**src/rtl/fir_pkg.sv**
```systemverilog
// Shared constants and FSM state type for the 61-tap serial FIR.
package fir_pkg;
  localparam int NTAPS      = 61;
  localparam int DATA_W     = 8;
  localparam int COEFF_W    = 10;
  localparam int ACC_W      = 24;
  localparam int Y_W        = 18;
  localparam int RING_DEPTH = 64;
  localparam int RING_AW    = 6;
  localparam int PROD_W     = DATA_W + COEFF_W;

  typedef enum logic [1:0] {
    CLEAR = 2'd0,
    IDLE  = 2'd1,
    MAC   = 2'd2,
    DONE  = 2'd3
  } state_t;
endpackage

```
**src/rtl/fir61_serial_sample_ring.sv**
```systemverilog
// sample_ring: 64-entry sample history, synchronous write, asynchronous read.
module sample_ring
  import fir_pkg::*;
(
  input  logic               clock,
  input  logic               we,
  input  logic [RING_AW-1:0] waddr,
  input  logic [DATA_W-1:0]  wdata,
  input  logic [RING_AW-1:0] raddr,
  output logic [DATA_W-1:0]  rdata
);
  logic [DATA_W-1:0] mem [RING_DEPTH];

  // Contents deliberately have no reset; the CLEAR sweep zeroes them.
  always_ff @(posedge clock) begin
    if (we) mem[waddr] <= wdata;
  end

  assign rdata = mem[raddr];
endmodule

```
**src/rtl/fir61_serial.sv**
```systemverilog
// fir61_serial: 61-tap FIR, one MAC per cycle against an external coefficient ROM.
// Build option FIR_SAT_EN: saturate y to the Y_W signed range instead of wrapping.
//
// state | meaning
// CLEAR | zero ring entries 0..63, one per cycle
// IDLE  | wait for ready, store sample, advance offset
// MAC   | tap i = 0..60, acc += coeff[i] * newest-minus-i sample
// DONE  | register y from acc, pulse y_valid next cycle
module fir61_serial
  import fir_pkg::*;
(
  input  logic               clock,
  input  logic               reset_n,
  input  logic               ready,
  input  logic [DATA_W-1:0]  x,
  output logic [5:0]         index,
  input  logic [COEFF_W-1:0] coeff,
  output logic [Y_W-1:0]     y,
  output logic               y_valid,
  output logic               busy,
  output logic               overrun
);
  state_t state, state_nxt;

  logic [RING_AW-1:0]      clr_cnt, offset, tap;
  logic [RING_AW-1:0]      wr_addr, rd_addr;
  logic                    wr_en;
  logic [DATA_W-1:0]       wr_data, rd_data;
  logic signed [PROD_W-1:0] prod;
  logic signed [ACC_W-1:0]  acc;
  logic [Y_W-1:0]          y_nxt;
  logic                    last_tap;

  assign last_tap = (tap == RING_AW'(NTAPS - 1));

  always_ff @(posedge clock or negedge reset_n) begin
    if (!reset_n) state <= CLEAR;
    else          state <= state_nxt;
  end

  always_comb begin
    state_nxt = state;
    case (state)
      CLEAR:   if (clr_cnt == RING_AW'(RING_DEPTH - 1)) state_nxt = IDLE;
      IDLE:    if (ready) state_nxt = MAC;
      MAC:     if (last_tap) state_nxt = DONE;
      DONE:    state_nxt = IDLE;
      default: state_nxt = CLEAR;
    endcase
  end

  always_comb begin
    busy    = (state != IDLE);
    index   = '0;
    wr_en   = 1'b0;
    wr_addr = clr_cnt;
    wr_data = '0;
    case (state)
      CLEAR: wr_en = 1'b1;
      IDLE: begin
        if (ready) begin
          wr_en   = 1'b1;
          wr_addr = offset;
          wr_data = x;
        end
      end
      MAC:     index = tap;
      default: ;
    endcase
  end

  // offset already points past the newest sample while in MAC.
  assign rd_addr = offset - RING_AW'(1) - tap;
  assign prod    = PROD_W'($signed(rd_data)) * PROD_W'($signed(coeff));

  sample_ring u_ring (
    .clock (clock),
    .we    (wr_en),
    .waddr (wr_addr),
    .wdata (wr_data),
    .raddr (rd_addr),
    .rdata (rd_data)
  );

`ifdef FIR_SAT_EN
  localparam logic signed [ACC_W-1:0] Y_MAX = ACC_W'((1 << (Y_W - 1)) - 1);
  localparam logic signed [ACC_W-1:0] Y_MIN = ~Y_MAX;

  always_comb begin
    if (acc > Y_MAX)      y_nxt = Y_W'(Y_MAX);
    else if (acc < Y_MIN) y_nxt = Y_W'(Y_MIN);
    else                  y_nxt = Y_W'(acc);
  end
`else
  assign y_nxt = Y_W'(acc);
`endif

  always_ff @(posedge clock or negedge reset_n) begin
    if (!reset_n) begin
      clr_cnt <= '0;
      offset  <= '0;
      tap     <= '0;
      acc     <= '0;
      y       <= '0;
      y_valid <= 1'b0;
      overrun <= 1'b0;
    end else begin
      y_valid <= 1'b0;
      overrun <= 1'b0;
      case (state)
        CLEAR: clr_cnt <= clr_cnt + RING_AW'(1);
        IDLE: begin
          if (ready) begin
            offset <= offset + RING_AW'(1);
            tap    <= '0;
            acc    <= '0;
          end
        end
        MAC: begin
          acc     <= acc + ACC_W'(prod);
          tap     <= tap + RING_AW'(1);
          overrun <= ready;
        end
        DONE: begin
          y       <= y_nxt;
          y_valid <= 1'b1;
          overrun <= ready;
        end
        default: ;
      endcase
    end
  end
endmodule

```
**config.mk**
```make
export PLATFORM = sky130hd
export DESIGN_NAME = fir61_serial
export DESIGN_NICKNAME = d
export VERILOG_FILES = /design/src/rtl/fir_pkg.sv /design/src/rtl/fir61_serial_sample_ring.sv /design/src/rtl/fir61_serial.sv
export SDC_FILE = /design/constraint.sdc
export NUM_CORES = 1
export LEC_CHECK = 0
export CORE_UTILIZATION = 45
export CTS_CLUSTER_SIZE = 8
export DETAILED_ROUTE_END_ITERATION = 8
export SETUP_SLACK_MARGIN = 0.05
export SKIP_LAST_GASP = 1
export SLEW_MARGIN = 25
export SYNTH_ARGS = -nofsm -noshare
export SYNTH_HDL_FRONTEND = slang
export SYNTH_SLANG_ARGS = --single-unit
export TNS_END_PERCENT = 10
```
**constraint.sdc**
```tcl
create_clock -name clock -period 19.4 [get_ports clock]
set_clock_uncertainty 0.15 [all_clocks]
set_input_delay 1.94 -clock clock [delete_from_list [all_inputs] [get_ports clock]]
set_output_delay 1.94 -clock clock [all_outputs]
set_load 0.05 [all_outputs]
```
==> results.txt, run 1 <==
The post-CTS repair timing setup buffer count came out at 0. The routing usage on met2 is 0.330. The summed negative setup slack over all endpoints came out at 0 ns. In the final layout, the multi-input gates occupy 8610 um^2. The share of total power in sequential cells came out at 0.423.

The global-route wire length before repair came out at 88300 um. Of all nets on the critical path, the largest fanout is 46. For this design, the slowest cell found on the critical path is sky130_fd_sc_hd__fa_4. The clock group share of total power came out at 0.405. The die covers 58700 um^2. The worst max-slew margin expressed relative to the limit is 0.287. The net load switching power came out at 800 uW. The H-tree was split into 3 levels. After clock tree synthesis, the flow added hold-fix buffers numbering 0. The top achievable clock speed came out at 103 MHz. The library cells used most frequently in the layout, excluding fill and tap cells, are 512 x sky130_fd_sc_hd__edfxtp_1, 160 x sky130_fd_sc_hd__mux4_2, 94 x sky130_fd_sc_hd__inv_1. The path length in cells of the critical path came out at 27. The synthesis-to-layout area growth is 13.9%.

The share of synthesized registers carrying an async set or reset came out at 0.102. The post-route minimum period came out at 9.67 ns. For this design the top-level I/O count stands at 48. For this run, the slowest stage of the critical path takes 1.28 ns.

The starting density of the core came out at 0.458. The number of cells on the worst reg-to-reg path came out at 27. In the global route stage, met1 resource usage came out at 0.283. In this run the worst setup path begins at tap[0]. The layer flagged by global routing as most heavily used is met2.

The warning count from the yosys run is 0. In this run the power density over the cells is 105 nW/um^2. The number of buffers created by CTS came out at 81. The average routed wire per standard cell is 25.0 um.

Once detail routing completed, the nets flagged for antenna violations numbered 0. The clock insertion delay at the later pin of the skew report is 0.63 ns. Synthesis produced a netlist with a net count of 1595. The horizontal die dimension is 242 um.

The number of cells upsized or downsized after cts came out at 0. The signal arrival time at the worst endpoint came out at 9.98 ns. The leakage power figure came out at 0.00911 uW. The first routing iteration left 1033 violations. Counting every sink on the clock net gives 570. The number of flops mapped to enable cells by yosys came out at 512. After clock tree synthesis, the clock-pin slew on the worst setup and hold paths is 0.05 ns. The number of detailed-route iterations in the first pass is 5. The buffering stage count on the worst path with inverters included is 7.

The leading cell type in the layout, fill and taps excluded is sky130_fd_sc_hd__edfxtp_1. The sequential cell area in the final layout is 16800 um^2. The half-perimeter wire length of the detailed placement result is 36800 um. The aggregate global routing overflow is 0.

The number of global-route vias before repair is 13900. The per-instance average area after synthesis came out at 18.1 um^2. The number of cells in the finished layout apart from fillers came out at 2306. Setup slack on the critical path of the routed design comes to 9.73 ns. The DRC violation count after routing is 0. Setup repair after global routing left no endpoint under its margin.

The height of the chip came out at 242 um. The startpoint identified for the worst register-to-register timing path is tap[0]. The number of placed instances, taps included came out at 2201. The count of buffers from port buffering is 47.

The count of standard-cell rows came out at 87. The final antenna diode count is 0. STA classifies the critical path endpoint as a flip-flop.

Counting distinct cell types in the post-synthesis netlist gives 50. The gate family responsible for the most delay along the worst path is adder cells. The total wirelength of the detailed-routed design came out at 57600 um.

For the worst setup path, the data required time is 19.71 ns. The slew at the pin closest to its max-slew limit came out at 1.07 ns. The most critical setup path has its endpoint at acc[17]. Counting along the longest clock path gives a buffer depth of 3.

In this run the clock root is driven by a sky130_fd_sc_hd__clkbuf_16. IR analysis of the VDD net gives a maximum drop of 87.3 uV. The endpoint of the worst register-to-register path is acc[17].

The share of the cycle needed by the critical path after routing came out at 0.498. The number of failing hold endpoints at the final stage was 0. Setup violations remaining at the end of the flow were counted as 0. The commonest register cell after synthesis is sky130_fd_sc_hd__edfxtp_1. The floorplan core area is 56700 um^2. The synthesized netlist cell count came out at 1433. The pre-CTS setup slack came out at 9.60 ns. The internal cell power is 2320 uW. For flop-to-flop paths, the worst setup slack is 9.73 ns.

The combined global-route utilization of all metal layers came out at 0.204. The switching share of power is 0.256. The net total in the final layout is 1690.

The worst min-delay path category is reg2reg. Of the total power, combinational logic draws 0.172. The fill cell instance count of the final layout is 4543. Synthesis inferred 570 register bits.

The flow ran to the end, and the final reports show no timing, DRC or antenna violations. The congestion estimate from routability-driven global placement came to 0.819. The category of the critical setup timing path is reg2reg. In the final layout, the share of cells above drive strength 1 is 0.203. The maximum number of pins on one net before global-route repair is 65. The count of max-cap constraint violations came out at 0. The sequential cell area fraction in the yosys report came out at 0.648. The netlist area before placement is 26000 um^2.

The number of antenna violations at the first check in global routing is 0. The startpoint kind of the worst setup timing path is a flip-flop. TritonCTS built the clock tree. The global-route track usage on met3 is 0.0386. The via count normalized by instance count is 5.64. The number of max-slew violations in the final report came out at 0. The routed via count came out at 13000.
-- cells in the mapped netlist (2+ instances only) --
library cell / instances / share of area
sky130_fd_sc_hd__nand2_1: 69 / 0.010
sky130_fd_sc_hd__mux2i_1: 21 / 0.0081
sky130_fd_sc_hd__nand4_1: 3 / 0.00072
sky130_fd_sc_hd__xor2_1: 11 / 0.0037
sky130_fd_sc_hd__nor3_1: 2 / 0.00039
sky130_fd_sc_hd__o21ai_0: 21 / 0.0040
sky130_fd_sc_hd__o22ai_1: 2 / 0.00048
sky130_fd_sc_hd__buf_2: 12 / 0.0023
sky130_fd_sc_hd__ha_1: 54 / 0.026
sky130_fd_sc_hd__buf_4: 11 / 0.0032
sky130_fd_sc_hd__inv_1: 94 / 0.014
sky130_fd_sc_hd__mux4_2: 160 / 0.14
sky130_fd_sc_hd__and3_1: 9 / 0.0022
sky130_fd_sc_hd__dfrtp_1: 58 / 0.056
sky130_fd_sc_hd__a31oi_1: 2 / 0.00048
sky130_fd_sc_hd__nand3_1: 12 / 0.0023
sky130_fd_sc_hd__nor2b_1: 3 / 0.00072
sky130_fd_sc_hd__o31ai_1: 2 / 0.00058
sky130_fd_sc_hd__o21a_1: 8 / 0.0023
sky130_fd_sc_hd__nor2_1: 87 / 0.013
sky130_fd_sc_hd__fa_1: 87 / 0.067
sky130_fd_sc_hd__or3_1: 4 / 0.00096
sky130_fd_sc_hd__buf_1: 2 / 0.00029
sky130_fd_sc_hd__mux2_2: 20 / 0.0087
sky130_fd_sc_hd__nand2b_1: 8 / 0.0019
sky130_fd_sc_hd__clkbuf_1: 28 / 0.0040
sky130_fd_sc_hd__edfxtp_1: 512 / 0.59
sky130_fd_sc_hd__mux2i_2: 4 / 0.0021
sky130_fd_sc_hd__a21o_1: 2 / 0.00058
sky130_fd_sc_hd__nand3b_1: 5 / 0.0014
sky130_fd_sc_hd__a21oi_1: 15 / 0.0029
sky130_fd_sc_hd__xnor2_1: 27 / 0.0091
sky130_fd_sc_hd__and2_1: 55 / 0.013
sky130_fd_sc_hd__a22o_1: 7 / 0.0024
-- area by class of cell --
class                           instances  share of cell area
Sequential cell                       570               0.568
Tap cell                              756              0.0320
Inverter                               94              0.0119
Multi-Input combinational cell        715               0.291
Clock inverter                          9             0.00583
Timing Repair Buffer                   66              0.0205
Clock buffer                           96              0.0704
-- flip-flops by register name (all words and copies together) (netlist names) --
signal	flops
y	18
tap	6
offset	6
overrun	1
acc	18
y_valid	1
u_ring.mem	512
state	2
clr_cnt	6
-- cell families after synthesis --
group                    synth area share
AND/OR/NAND/NOR                    0.0474
XOR/XNOR                           0.0134
multiplexers                        0.158
AO/OA/AOI/OAI                      0.0170
buffers and inverters              0.0238
flip-flops                          0.648
adder cells (fa/ha/maj)            0.0930
-- stage by stage --
stage                     area [um^2]   util  hold slack (ns)  power [uW]
final                           29600  0.522            0.354        3120
after global routing            29600  0.522            0.381        3270
after CTS                       29600  0.522            0.359        3160
after detailed placement        27300  0.482            0.348        1880
after global placement          27300  0.482            0.341        1880
after floorplan                 26000      -            0.316        1770
-- layer usage --
| metal | wire, um | share of wire |
|---|---|---|
| met5 | 0 | 0 |
| met1 | 25400 | 0.44 |
| met3 | 2730 | 0.047 |
| met2 | 28300 | 0.49 |
| met4 | 1220 | 0.021 |
-- worst min-delay path by stage --
stage	to	from	cells past startpoint
after floorplan	acc[5]	acc[5]	2
after global placement	y[5]	y[5]	1
after detailed placement	y[5]	y[5]	1
after CTS	y[5]	y[5]	1
after global routing	y[10]	y[10]	1
final	y[5]	y[5]	1
-- power groups by stage --
stage / registers (uW) / clock network (uW) / logic, uW
floorplan: 1340 / 0 / 425
global placement: 1340 / 0 / 536
detailed placement: 1340 / 0 / 540
CTS: 1320 / 1290 / 545
global route: 1320 / 1330 / 616
finish: 1320 / 1260 / 536
(Power assumes the default switching activity.)
==> run 2, diff against run 1 <==
==> constraint.sdc (replaced) <==
create_clock -name clock -period 9.4 [get_ports clock]
set_clock_uncertainty 0.15 [all_clocks]
set_input_delay 0.94 -clock clock [delete_from_list [all_inputs] [get_ports clock]]
set_output_delay 0.94 -clock clock [all_outputs]
set_load 0.05 [all_outputs]
==> results.txt, run 2 (synthesized netlist as in run 1, its figures left out) <==
The library cell contributing the largest single delay on the critical path is sky130_fd_sc_hd__fa_4. The net load switching power is 1640 uW. The synthesis-to-layout area growth is 14.0%.

At the pin with the least slew margin, the transition time is 1.06 ns. The top achievable clock speed is 120 MHz. Across every metal layer, demand over resource in global routing totals 0.204. The maximum buffer depth of the clock tree is 3.

The total wirelength of the detailed-routed design came out at 57300 um. Across all register-to-register paths, the minimum setup slack is 1.09 ns. The count of buffers from port buffering came out at 47. The signal arrival time at the worst endpoint came out at 8.69 ns.

The clock transition at the registers of the reported paths is 0.05 ns. For this run the aggregate overflow at the end of global routing stands at 0. The worst max-slew margin expressed relative to the limit is 0.292.

The count of standard-cell rows came out at 87. The half-perimeter wire length of the detailed placement result came out at 36500 um. Counting flops per register, the top entry is u_ring.mem.

The number of antenna diodes in the final layout is 0. The number of detailed-route iterations in the first pass came out at 5. The horizontal die dimension came out at 242 um. The largest registers in the layout are u_ring.mem: 512 flops, acc: 18 flops, y: 18 flops. The net total in the final layout came out at 1693.

Entering global routing, the biggest net connects 65 pins. The top-level port count came out at 48. The number of flip-flops under the largest register name came out at 512. The required time at the worst-slack endpoint came out at 9.78 ns. The pre-CTS setup slack came out at 1.06 ns.

The proportion of power drawn by combinational gates is 0.176. The largest single stage delay on the critical path is 1.03 ns. The worst setup path is captured at a flip-flop. The internal cell power came out at 4800 uW. The floorplan core area came out at 56700 um^2. The switching share of power is 0.254. The number of hold buffers added after cts is 0.

The largest voltage drop on the vdd net is 171 uV. In this run the worst path has a maximum fanout of 22. The number of endpoints failing setup at the final stage came out at 0. The leading cell type in the layout, fill and taps excluded is sky130_fd_sc_hd__edfxtp_1. The number of max-slew violations in the final report came to 0. The CTS tree is built. Gates resized during post-CTS repair numbered 0.

The worst setup path is launched from a flip-flop. The number of antenna violations at the first check in global routing came out at 1. The final worst-path setup slack came out at 1.09 ns. The first global-routing pass estimated 87800 um of wire.

Setup repair after global routing left no endpoint under its margin. Measured along the y axis, the die boundary spans 242 um. The tightest min-delay check is of the in2async type. The share of total power in sequential cells is 0.424. After clock tree synthesis, the setup repair step added 0 buffers. Across all layers, the routed design uses 13000 vias. The buffer type at the clock tree root is sky130_fd_sc_hd__clkbuf_16.

The endpoint of the worst register-to-register path is acc[16]. The number of global-route vias before repair came out at 13800. The post-route antenna net violation count is 0. The number of cells on the worst reg-to-reg path came out at 25. The DRC violation count after routing came out at 0. The die area came out at 58700 um^2. The tool flagged a number of max-cap violations equal to 0. Dividing the final minimum period by the clock period gives 0.884. The worst register-to-register path begins at tap[0]. The H-tree generated during clock tree synthesis spans 3 levels. Counting the buffers created by CTS gives 81. The number of failing hold endpoints at the final stage is 0.

The leakage power figure came out at 0.00914 uW. The tree built by TritonCTS fans out to 570 sinks. The power density of the placed cells is 217 nW/um^2. For the final routed database, the setup TNS stands at 0 ns.

In the layout the commonest cells are 512 x sky130_fd_sc_hd__edfxtp_1, 160 x sky130_fd_sc_hd__mux4_2, 94 x sky130_fd_sc_hd__inv_1. At the later pin of the worst-skew pair, clock insertion delay measures 0.61 ns. The flow ran to the end, and the final reports show no timing, DRC or antenna violations. The final weighted congestion of routability-driven global placement came out at 0.818.

The critical path is of the reg2reg type. The post-route minimum period is 8.31 ns. In the final routed layout, each cell accounts on average for 24.8 um. Of the total power, the clock network draws 0.400. The first routing iteration left 1066 violations. The layout cell share with drive strength beyond 1 came out at 0.203. The starting density of the core is 0.458.

After detailed routing, the number of vias per cell comes to 5.62.
[run 2: cell types whose count changed in the layout (fill, tap and decap cells not counted), moves of 2 or more]
| cell | before | now |
|---|---|---|
| sky130_fd_sc_hd__nor2_1 | 82 | 84 |
| sky130_fd_sc_hd__clkinv_16 | 3 | 1 |
| sky130_fd_sc_hd__buf_12 | 0 | 4 |
| sky130_fd_sc_hd__inv_6 | 0 | 3 |
| sky130_fd_sc_hd__clkinv_8 | 2 | 0 |
| sky130_fd_sc_hd__nor2_2 | 5 | 3 |
[run 2: per-layer routing]
metal  part of all wire  global-route usage  up-vias  wire, um
li1                   -                   -     5629         -
met1               0.43               0.284     6861     24700
met2               0.49               0.322      380     27800
met3              0.055              0.0357       98      3170
met4              0.027              0.0754        0      1550
met5                  0                   0        -         0
[run 2: layout make-up]
class | instances | area, um^2
Fill cell | 4493 | 27100
Inverter | 94 | 353
Multi-Input combinational cell | 715 | 8620
Sequential cell | 570 | 16800
Tap cell | 756 | 946
Clock buffer | 98 | 2120
Timing Repair Buffer | 69 | 681
Clock inverter | 6 | 81.3
[run 2: worst max-delay path by stage]
stage | cells after the start | start | endpoint | slack [ns]
after CTS | 25 | tap[0] | acc[17] | 1.06
after detailed placement | 26 | tap[0] | acc[17] | 1.06
after global routing | 25 | tap[0] | acc[16] | 0.61
after floorplan | 27 | tap[0] | acc[17] | 1.95
after global placement | 26 | tap[0] | acc[17] | 1.14
final | 25 | tap[0] | acc[16] | 1.09
[run 2: metrics by stage]
step / std cells / total power, uW / util / instance area [um^2] / hold slack, ns
after floorplan: 1433 / 3650 / - / 26000 / 0.316
after global placement: 2204 / 3910 / 0.483 / 27400 / 0.342
after detailed placement: 2204 / 3910 / 0.483 / 27400 / 0.348
after CTS: 2308 / 6510 / 0.522 / 29600 / 0.341
after global routing: 2308 / 6760 / 0.522 / 29600 / 0.370
final: 2308 / 6440 / 0.522 / 29600 / 0.334
[run 2: worst max-delay path: cells and delay by family, from the launching register on]
kind,cells,cell delay (ns)
adder cells (fa/ha/maj),8,4.02
flip-flops,1,0.39
multiplexers,4,1.43
AO/OA/AOI/OAI,5,1.17
buffers and inverters,6,0.67
AND/OR/NAND/NOR,2,0.41
[run 2: power groups by stage]
stage | Sequential, uW | Clock (uW) | Combinational, uW
after global placement | 2770 | 0 | 1140
after detailed placement | 2770 | 0 | 1140
after floorplan | 2780 | 0 | 877
after global routing | 2720 | 2730 | 1300
after CTS | 2730 | 2630 | 1150
final | 2730 | 2580 | 1130
==> run 3, diff against run 2 <==
--- a/config.mk
+++ b/config.mk
@@ -10,7 +10,7 @@
 export DETAILED_ROUTE_END_ITERATION = 8
 export SETUP_SLACK_MARGIN = 0.05
 export SKIP_LAST_GASP = 1
-export SLEW_MARGIN = 25
+export SLEW_MARGIN = 40
 export SYNTH_ARGS = -nofsm -noshare
 export SYNTH_HDL_FRONTEND = slang
 export SYNTH_SLANG_ARGS = --single-unit
==> results.txt, run 3 (synthesized netlist as in run 1, its figures left out) <==
The flow ran to the end, and the final reports show no timing, DRC or antenna violations. Gates resized during post-CTS repair numbered 0. The number of global-route vias before repair is 13800. The number of sinks handled by clock tree synthesis came out at 570. The via count normalized by instance count came out at 5.62. The routed via count came out at 13000. At the pin with the least slew margin, the transition time is 0.866 ns. The first global-routing pass estimated 87800 um of wire. STA classifies the critical path endpoint as a flip-flop. The total wirelength of the detailed-routed design came out at 57200 um. The final antenna diode count is 0. The clock insertion delay at the later pin of the skew report came out at 0.63 ns. The starting density of the core came out at 0.458. The signal arrival time at the worst endpoint came out at 8.64 ns.

In this run the remaining antenna-violating nets after routing total 0. On the critical path the largest part of the delay comes from adder cells. The number of failing hold endpoints at the final stage came out at 0. The DRC violation count after routing is 0. The startpoint kind of the worst setup timing path is a flip-flop. The critical path is of the reg2reg type. The library cell used most frequently in the layout, excluding fill and tap cells, is sky130_fd_sc_hd__edfxtp_1.

Counting both buffers and inverters, the worst setup path holds a total of 6. The required time at the worst-slack endpoint came out at 9.72 ns. The delay of the slowest cell on the worst path came out at 1.02 ns.

The starting DRC count in detailed routing is 1040. The slowest stage of the critical path is the sky130_fd_sc_hd__fa_4 cell. The floorplan core area is 56700 um^2. Input and output buffers added on the ports amount to 47.

The height of the chip came out at 242 um. TritonCTS built the clock tree. Entering global routing, the biggest net connects 65 pins.

The count of standard-cell rows is 87. The floorplan step set the die width to 242 um. At the end of routability-driven placement, the weighted congestion stood at 0.818. The aggregate global routing overflow is 0. The net total in the final layout came out at 1693. For this run, global-route usage on met1 was measured as 0.287.

In this run the post-CTS setup repair buffer count came out at 0. The clock passes through at most 3 buffers. The half-perimeter wire length of the detailed placement result is 36600 um. In this run the power density over the cells is 217 nW/um^2. The H-tree was split into 3 levels. The routing usage on met2 is 0.320. The global-route track usage on met3 is 0.0362. The count of max-cap constraint violations is 0. Counting I/O delays and the setup requirement, the final critical path takes 8.32 ns. The number of detailed-route iterations in the first pass came out at 5. The number of antenna violations at the first check in global routing came out at 0. The register with the most flip-flops in the layout has 512 of them. The register with the most flip-flops in the final layout is u_ring.mem. The average routed wire per standard cell came out at 24.7 um. The share of the cycle needed by the critical path after routing came out at 0.885.

The worst max-slew margin expressed relative to the limit is 0.421. Setup repair after global routing left no endpoint under its margin. On the final layout, the worst hold slack is 0.232 ns. The synthesis-to-layout area growth is 14.8%.

The layer with the highest usage after global routing is met2. The layout cell share with drive strength beyond 1 came out at 0.233. The die area is 58700 um^2. The largest driver fanout on the critical path came out at 22. The top-level port count came out at 48. The largest registers in the layout are u_ring.mem: 512 flops, acc: 18 flops, y: 18 flops.

The number of hold buffers added after cts came out at 0. The number of endpoints failing setup at the final stage came out at 0. The min-delay analysis places its worst path in the category in2async. The number of max-slew violations in the final report is 0. For this run, the total global-route usage over all layers was measured as 0.203. The largest voltage drop on the vdd net came out at 169 uV. The top achievable clock speed is 120 MHz. The clock transition at the registers of the reported paths is 0.05 ns. The summed negative setup slack over all endpoints came out at 0 ns.

In this run the static leakage power is 0.00913 uW. The number of buffers created by CTS is 81. The buffer type at the clock tree root is sky130_fd_sc_hd__clkbuf_16. The library cells used most frequently in the layout, excluding fill and tap cells, are 512 x sky130_fd_sc_hd__edfxtp_1, 160 x sky130_fd_sc_hd__mux4_2, 94 x sky130_fd_sc_hd__inv_1.
[run 3: cell types whose count changed in the layout (fill, tap and decap cells not counted), sizes merged]
cell,before,now
clkbuf,98,99
clkinvlp,0,1
inv,98,97
clkinv,2,4
[run 3: power by group]
part           switching [uW]  internal (uW)
Combinational             630            508
Sequential                  0           2730
Clock                    1050           1560
[run 3: cell type report]
type	instances	area, um^2
clock buffer	99	2090
clock inverter	8	174
fill	4492	26900
inverter	94	353
multi-input combinational	715	8740
sequential	570	16800
tap	756	946
timing repair buffer	69	684
[run 3: worst register-to-register path, stage by stage, from the launching register on]
cell and delay, ns:
sky130_fd_sc_hd__dfrtp_1 0.40, sky130_fd_sc_hd__inv_1 0.12, sky130_fd_sc_hd__ha_4 0.18, sky130_fd_sc_hd__fa_4 1.02
sky130_fd_sc_hd__buf_4 0.34, sky130_fd_sc_hd__mux4_2 0.35, sky130_fd_sc_hd__mux4_2 0.54, sky130_fd_sc_hd__mux2i_1 0.31
sky130_fd_sc_hd__mux2i_2 0.24, sky130_fd_sc_hd__and2_1 0.25, sky130_fd_sc_hd__fa_1 0.50, sky130_fd_sc_hd__inv_1 0.05
sky130_fd_sc_hd__fa_1 0.53, sky130_fd_sc_hd__inv_1 0.05, sky130_fd_sc_hd__fa_1 0.45, sky130_fd_sc_hd__fa_1 0.50
sky130_fd_sc_hd__inv_1 0.06, sky130_fd_sc_hd__fa_1 0.50, sky130_fd_sc_hd__inv_1 0.04, sky130_fd_sc_hd__ha_1 0.32
sky130_fd_sc_hd__a21oi_1 0.16, sky130_fd_sc_hd__o22ai_1 0.15, sky130_fd_sc_hd__o22a_1 0.23, sky130_fd_sc_hd__a311o_1 0.32
sky130_fd_sc_hd__a21oi_1 0.19, sky130_fd_sc_hd__xnor2_1 0.13, sky130_fd_sc_hd__o21ai_0 0.08
[run 3: path summary, 6_finish.rpt]
| path | end | startpoint | cells past startpoint | slack [ns] |
|---|---|---|---|---|
| max | acc[17] | tap[0] | 26 | 1.08 |
| max in group asynchronous | y[15] | reset_n | 2 | 8.47 |
| max reg2reg | acc[17] | tap[0] | 26 | 1.08 |
| min reg2reg | acc[5] | acc[5] | 2 | 0.35 |
| min | y[7] | reset_n | 2 | 0.23 |
| min in group clock | acc[5] | acc[5] | 2 | 0.35 |
[run 3: layer usage]
layer  share of wire  wire length, um
met1            0.43            24700
met2            0.48            27700
met3           0.055             3130
met4           0.028             1610
met5               0                0
[run 3: per-stage QoR]
stage	setup WS, ns	utilization	total power [uW]	instances	cell area [um^2]
floorplan	1.95	-	3650	1433	26000
global placement	1.14	0.483	3910	2204	27400
detailed placement	1.06	0.485	3910	2204	27500
CTS	1.05	0.525	6550	2311	29800
global route	0.595	0.526	6790	2311	29800
finish	1.08	0.526	6480	2311	29800
